File: src/rtl/alarm_ui_pkg.sv
// Shared alarm-clock UI definitions: counter width and button FSM state encodings.
// Imported by the button shaper and the other UI setting FSMs.
package alarm_ui_pkg;

   localparam int CNT_W = 8;

   typedef enum logic [2:0] {
      ST_IDLE      = 3'd0,
      ST_DEB_PRESS = 3'd1,
      ST_PRESSED   = 3'd2,
      ST_REPEAT    = 3'd3,
      ST_DEB_REL   = 3'd4
   } ui_state_e;

   function automatic logic [CNT_W-1:0] to_cnt(input int v);
      return v[CNT_W-1:0];
   endfunction

   // Debounced level is high from the accepted press until the release is accepted.
   function automatic logic is_held_state(input ui_state_e s);
      return (s == ST_PRESSED) || (s == ST_REPEAT) || (s == ST_DEB_REL);
   endfunction

endpackage

File: src/rtl/sync_2ff.sv
// 1-bit two-flop synchronizer with synchronous active-high reset,
// used on every raw button pin entering the clk_100Hz domain.
module sync_2ff (
   input  logic clk,
   input  logic rst,
   input  logic i_d,
   output logic o_q
);

   logic r_meta;
   logic r_sync;

   always_ff @(posedge clk) begin
      if (rst) begin
         r_meta <= 1'b0;
         r_sync <= 1'b0;
      end else begin
         r_meta <= i_d;
         r_sync <= r_meta;
      end
   end

   assign o_q = r_sync;

endmodule

File: src/rtl/button_pulse_shaper.sv
// Debounces a raw button and turns each accepted press into a single-cycle pulse.
// Define BUTTON_AUTOREPEAT_EN to auto-repeat pulses while the button is held.
module button_pulse_shaper
   import alarm_ui_pkg::*;
#(
   parameter int DEBOUNCE_TICKS = 3,
   parameter int REPEAT_DELAY   = 100,
   parameter int REPEAT_PERIOD  = 20
) (
   input  logic clk_100Hz,
   input  logic rst,
   input  logic signal,
   output logic pulse,
   output logic held
);

   localparam logic [CNT_W-1:0] L_DEB = to_cnt(DEBOUNCE_TICKS);
   localparam logic [CNT_W-1:0] L_ONE = to_cnt(1);

   ui_state_e        r_state;
   ui_state_e        w_state_nxt;
   logic [CNT_W-1:0] r_cnt;
   logic [CNT_W-1:0] w_cnt_nxt;
   logic             r_pulse;
   logic             r_held;
   logic             w_pulse_nxt;
   logic             w_held_nxt;
   logic             w_sync_in;

`ifdef BUTTON_AUTOREPEAT_EN
   localparam logic [CNT_W-1:0] L_RD_LAST = to_cnt(REPEAT_DELAY - 1);
   localparam logic [CNT_W-1:0] L_RP_LAST = to_cnt(REPEAT_PERIOD - 1);
`else
   logic w_unused_cfg;
   assign w_unused_cfg = ^{to_cnt(REPEAT_DELAY), to_cnt(REPEAT_PERIOD)};
`endif

   sync_2ff u_sync (
      .clk (clk_100Hz),
      .rst (rst),
      .i_d (signal),
      .o_q (w_sync_in)
   );

   always_ff @(posedge clk_100Hz) begin
      if (rst) begin
         r_state <= ST_IDLE;
         r_cnt   <= '0;
         r_pulse <= 1'b0;
         r_held  <= 1'b0;
      end else begin
         r_state <= w_state_nxt;
         r_cnt   <= w_cnt_nxt;
         r_pulse <= w_pulse_nxt;
         r_held  <= w_held_nxt;
      end
   end

   always_comb begin
      w_state_nxt = r_state;
      w_cnt_nxt   = r_cnt;
      case (r_state)
         ST_IDLE: begin
            w_cnt_nxt = '0;
            if (w_sync_in) begin
               w_state_nxt = ST_DEB_PRESS;
               w_cnt_nxt   = L_ONE;
            end
         end
         ST_DEB_PRESS: begin
            if (!w_sync_in) begin
               w_state_nxt = ST_IDLE;
               w_cnt_nxt   = '0;
            end else if (r_cnt == L_DEB) begin
               w_state_nxt = ST_PRESSED;
               w_cnt_nxt   = '0;
            end else begin
               w_cnt_nxt = r_cnt + L_ONE;
            end
         end
         ST_PRESSED: begin
            if (!w_sync_in) begin
               w_state_nxt = ST_DEB_REL;
               w_cnt_nxt   = L_ONE;
`ifdef BUTTON_AUTOREPEAT_EN
            end else if (r_cnt == L_RD_LAST) begin
               w_state_nxt = ST_REPEAT;
               w_cnt_nxt   = '0;
            end else begin
               w_cnt_nxt = r_cnt + L_ONE;
`endif
            end
         end
`ifdef BUTTON_AUTOREPEAT_EN
         ST_REPEAT: begin
            if (!w_sync_in) begin
               w_state_nxt = ST_DEB_REL;
               w_cnt_nxt   = L_ONE;
            end else if (r_cnt == L_RP_LAST) begin
               w_cnt_nxt = '0;
            end else begin
               w_cnt_nxt = r_cnt + L_ONE;
            end
         end
`endif
         ST_DEB_REL: begin
            // A bounce back high re-enters PRESSED with a fresh repeat delay.
            if (w_sync_in) begin
               w_state_nxt = ST_PRESSED;
               w_cnt_nxt   = '0;
            end else if (r_cnt == L_DEB) begin
               w_state_nxt = ST_IDLE;
               w_cnt_nxt   = '0;
            end else begin
               w_cnt_nxt = r_cnt + L_ONE;
            end
         end
         default: begin
            w_state_nxt = ST_IDLE;
            w_cnt_nxt   = '0;
         end
      endcase
   end

   always_comb begin
      w_pulse_nxt = 1'b0;
      case (r_state)
         ST_DEB_PRESS: w_pulse_nxt = w_sync_in && (r_cnt == L_DEB);
`ifdef BUTTON_AUTOREPEAT_EN
         ST_PRESSED:   w_pulse_nxt = w_sync_in && (r_cnt == L_RD_LAST);
         ST_REPEAT:    w_pulse_nxt = w_sync_in && (r_cnt == L_RP_LAST);
`endif
         default:      w_pulse_nxt = 1'b0;
      endcase
      w_held_nxt = is_held_state(w_state_nxt);
   end

   assign pulse = r_pulse;
   assign held  = r_held;

endmodule

File: config.mk
export PLATFORM = sky130hd
export DESIGN_NAME = button_pulse_shaper
export DESIGN_NICKNAME = d
export VERILOG_FILES = /design/src/rtl/alarm_ui_pkg.sv /design/src/rtl/sync_2ff.sv /design/src/rtl/button_pulse_shaper.sv
export SDC_FILE = /design/constraint.sdc
export NUM_CORES = 1
export LEC_CHECK = 0
export BUFFER_PORTS_ARGS = -buffer_cell sky130_fd_sc_hd__buf_2
export CAP_MARGIN = 20
export CORE_UTILIZATION = 56
export CTS_BUF_LIST = sky130_fd_sc_hd__clkbuf_8 sky130_fd_sc_hd__clkbuf_16
export CTS_CLUSTER_DIAMETER = 60
export DETAILED_ROUTE_END_ITERATION = 8
export GPL_ROUTABILITY_DRIVEN = 0
export PLACE_DENSITY = 0.78
export SYNTH_ARGS = -nofsm -noshare
export SYNTH_HDL_FRONTEND = slang
export SYNTH_SLANG_ARGS = --single-unit
File: constraint.sdc
create_clock -name clk_100Hz -period 2.05 [get_ports clk_100Hz]
set_clock_uncertainty 0.1 [all_clocks]
set_input_delay 0.205 -clock clk_100Hz [delete_from_list [all_inputs] [get_ports clk_100Hz]]
set_output_delay 0.205 -clock clk_100Hz [all_outputs]
set_load 0.02 [all_outputs]
==> impl_metrics.tcl <==
set metrics [dict create \
    outcome "completed" \
    core_area_um2 1190 \
    final_max_slew_viol_count 0 \
    synth.distinct_cells 37 \
    path_clk_slew_ns 0.06 \
    num_rows 12 \
    tns_ns 0 \
    via_per_inst 6.47 \
    final_nets 92 \
    grt_use_total_pct 25.9 \
    synth_edf_count 0 \
    synth_top_area_share_pct 39.3 \
    drive_gt1_share_pct 17.2 \
    start_util_pct 64.5 \
    cts_tree "yes" \
    crit_path_cell_trace "ha_1 -> nor4b_1 -> nand2_1 -> a21oi_2 -> nor3_1" \
    yosys-top-cells-count "dfxtp_1 (15), nor3_1 (10), nand2_1 (5), nor2_1 (4)" \
    die_y_um 38.9 \
    vias 653 \
    die_w_um 38.9 \
    vdd_ir_drop_max_mv 0.468 \
    max_freq_mhz 547 \
    drc 0 \
    antenna_found_initial 0 \
    clkLatencyLatePin_ns 0.25 \
    synthFlopType "dfxtp_1" \
    cp_slowest_stage_delay_ns 0.40 \
    arrival_ns 1.86 \
    clkSinkCount 15 \
    cts_root_buffer "clkbuf_8" \
    synth_cells 83 \
    power-per-cell-area_nw_per_um2 662 \
    die-area_um2 1520 \
    p_clk_share_pct 42.7 \
    combinationalPowerShare_pct 2.5 \
    syn-cell-area_um2 764 \
    place_ws_ns 0.317 \
    crit_fanout 6 \
    syn-num-nets 87 \
    yosys.area.top_type "dfxtp_1" \
    synthTopCellsByArea "dfxtp_1 (39%), nor3_1 (6.5%), xor2_1 (3.4%), nand3b_1 (2.9%), nand2_1 (2.5%)" \
    htree_levels 1 \
    async_reset_ff_share_pct 0 \
    cts_buffer_depth 2 \
    grt_pass1_vias 559 \
    routed_wl_um 1620 \
    post_cts_buffers 0 \
    wire_per_inst_um 16.1 \
    setup_viol 0 \
    switchingPower_uw 115 \
    period_share_pct 89.2 \
    intPower_uw 433 \
    io_pins 5 \
    netSwitchingFraction_pct 21.0 \
    hold_viol 0 \
    hp-class "input port to flip-flop" \
    crit_required_ns 2.08 \
    startpoint_type "flip-flop" \
    crit_path_end_kind "flip-flop" \
    relSlewSlack_pct 71.7 \
    ys_warn_count 0 \
    overflow 0 \
    drv_cap 0 \
    grt_pass1_wl_um 2590 \
    ys_ff_latch 15 \
    antennaDiodeCount 0 \
    postCtsResizedCells 0 \
    grt_max_degree 17 \
    postRouteAntennaNets 0 \
    syn_avg_cell_area_um2 9.21 \
    p_leak_uw 0.000280 \
    hpwl_um 1030 \
    critPathKind "flip-flop to flip-flop" \
    setup_ws_ns 0.222 \
    rsz0062_at_grt "false" \
    dr.pass1.iters 4 \
    portBuffers 4 \
    cts_hold_buffers 0 \
    cts_buffers 3 \
    cp.buffers_inverters 0 \
    crit_slowest_cell "dfxtp_1" \
    yosys.cell_count.top_type "dfxtp_1" \
    cpLargestDelayFamily "simple AND/OR/NAND/NOR gates" \
    area_delta_synth_final_pct 8.18 \
    yosysSeqAreaShare_pct 39.3 \
    tightest_slew_ns 0.425 \
    drt_iter0_drc 27 \
    seqPwrFrac_pct 54.8 \
    final.min_clock_period_ns 1.83 \
]
## metal layers
layer / global-route usage (%) / wire length, um / vias to the layer above
li1: - / - / 313
met1: 36.7 / 770 / 305
met2: 36.7 / 732 / 28
met3: 3.47 / 75 / 7
met4: 15.5 / 46 / 0
met5: 0 / 0 / -
## worst paths after layout
path / start / cells after the start / slack, ns / end
max reg2reg: r_cnt[0] / 5 / 0.22 / r_cnt[3]
max: r_cnt[0] / 5 / 0.22 / r_cnt[3]
min reg2reg: u_sync.r_meta / 1 / 0.36 / u_sync.o_q
min: signal / 2 / 0.08 / u_sync.r_meta
## metrics by stage
stage / util [%] / area, um2 / hold WS [ns] / total power (uW) / instances
floorplan: - / 764 / 0.177 / 315 / 83
global placement: 65.9 / 782 / 0.325 / 319 / 97
detailed placement: 65.9 / 782 / 0.335 / 319 / 97
CTS: 69.7 / 827 / 0.0795 / 547 / 101
global route: 69.7 / 827 / 0.0919 / 562 / 101
finish: 69.7 / 827 / 0.0761 / 547 / 101
## layout make-up
type / instances / area, um2
Tap cell: 14 / 17.5
Inverter: 2 / 7.51
Fill cell: 98 / 359
Clock buffer: 3 / 41.3
Clock inverter: 1 / 3.75
Timing Repair Buffer: 5 / 27.5
Sequential cell: 15 / 300
Multi-Input combinational cell: 61 / 429
## kinds of logic after synthesis
logic type,count (synthesis),synth area share (%)
AOI/OAI and AO/OA,15,14.9
xor gates and xnor gates,5,5.73
adders and majority gates,1,1.64
buffers and inverters,7,4.58
DFF,15,39.3
and+or+nand+nor,40,33.9
## flip-flops by register name (all words and copies together), names as in the netlist
name,flops
held,1
r_state,3
u_sync.r_meta,1
u_sync.o_q,1
pulse,1
r_cnt,8
## cell usage in the layout, fill, tap and decap left out, types with 2 or more instances in the layout
master,instances
o21ai_0,2
xor2_1,3
dfxtp_1,15
nor3_1,10
nor2b_1,2
xnor2_1,2
nand3b_1,3
nand2b_1,3
nor2_1,4
a31oi_1,2
buf_2,4
a21oi_1,2
clkbuf_8,3
nand4_1,2
nand2_1,5
inv_1,3
nand3_1,2
## power groups by stage
stage / logic, uW / registers, uW / clock network [uW]
CTS: 13.7 / 300 / 234
global placement: 13.5 / 305 / 0
detailed placement: 13.6 / 306 / 0
global route: 15.4 / 300 / 246
floorplan: 13.3 / 302 / 0
finish: 13.8 / 300 / 234
Note: power is estimated with default switching activity, not from simulation.
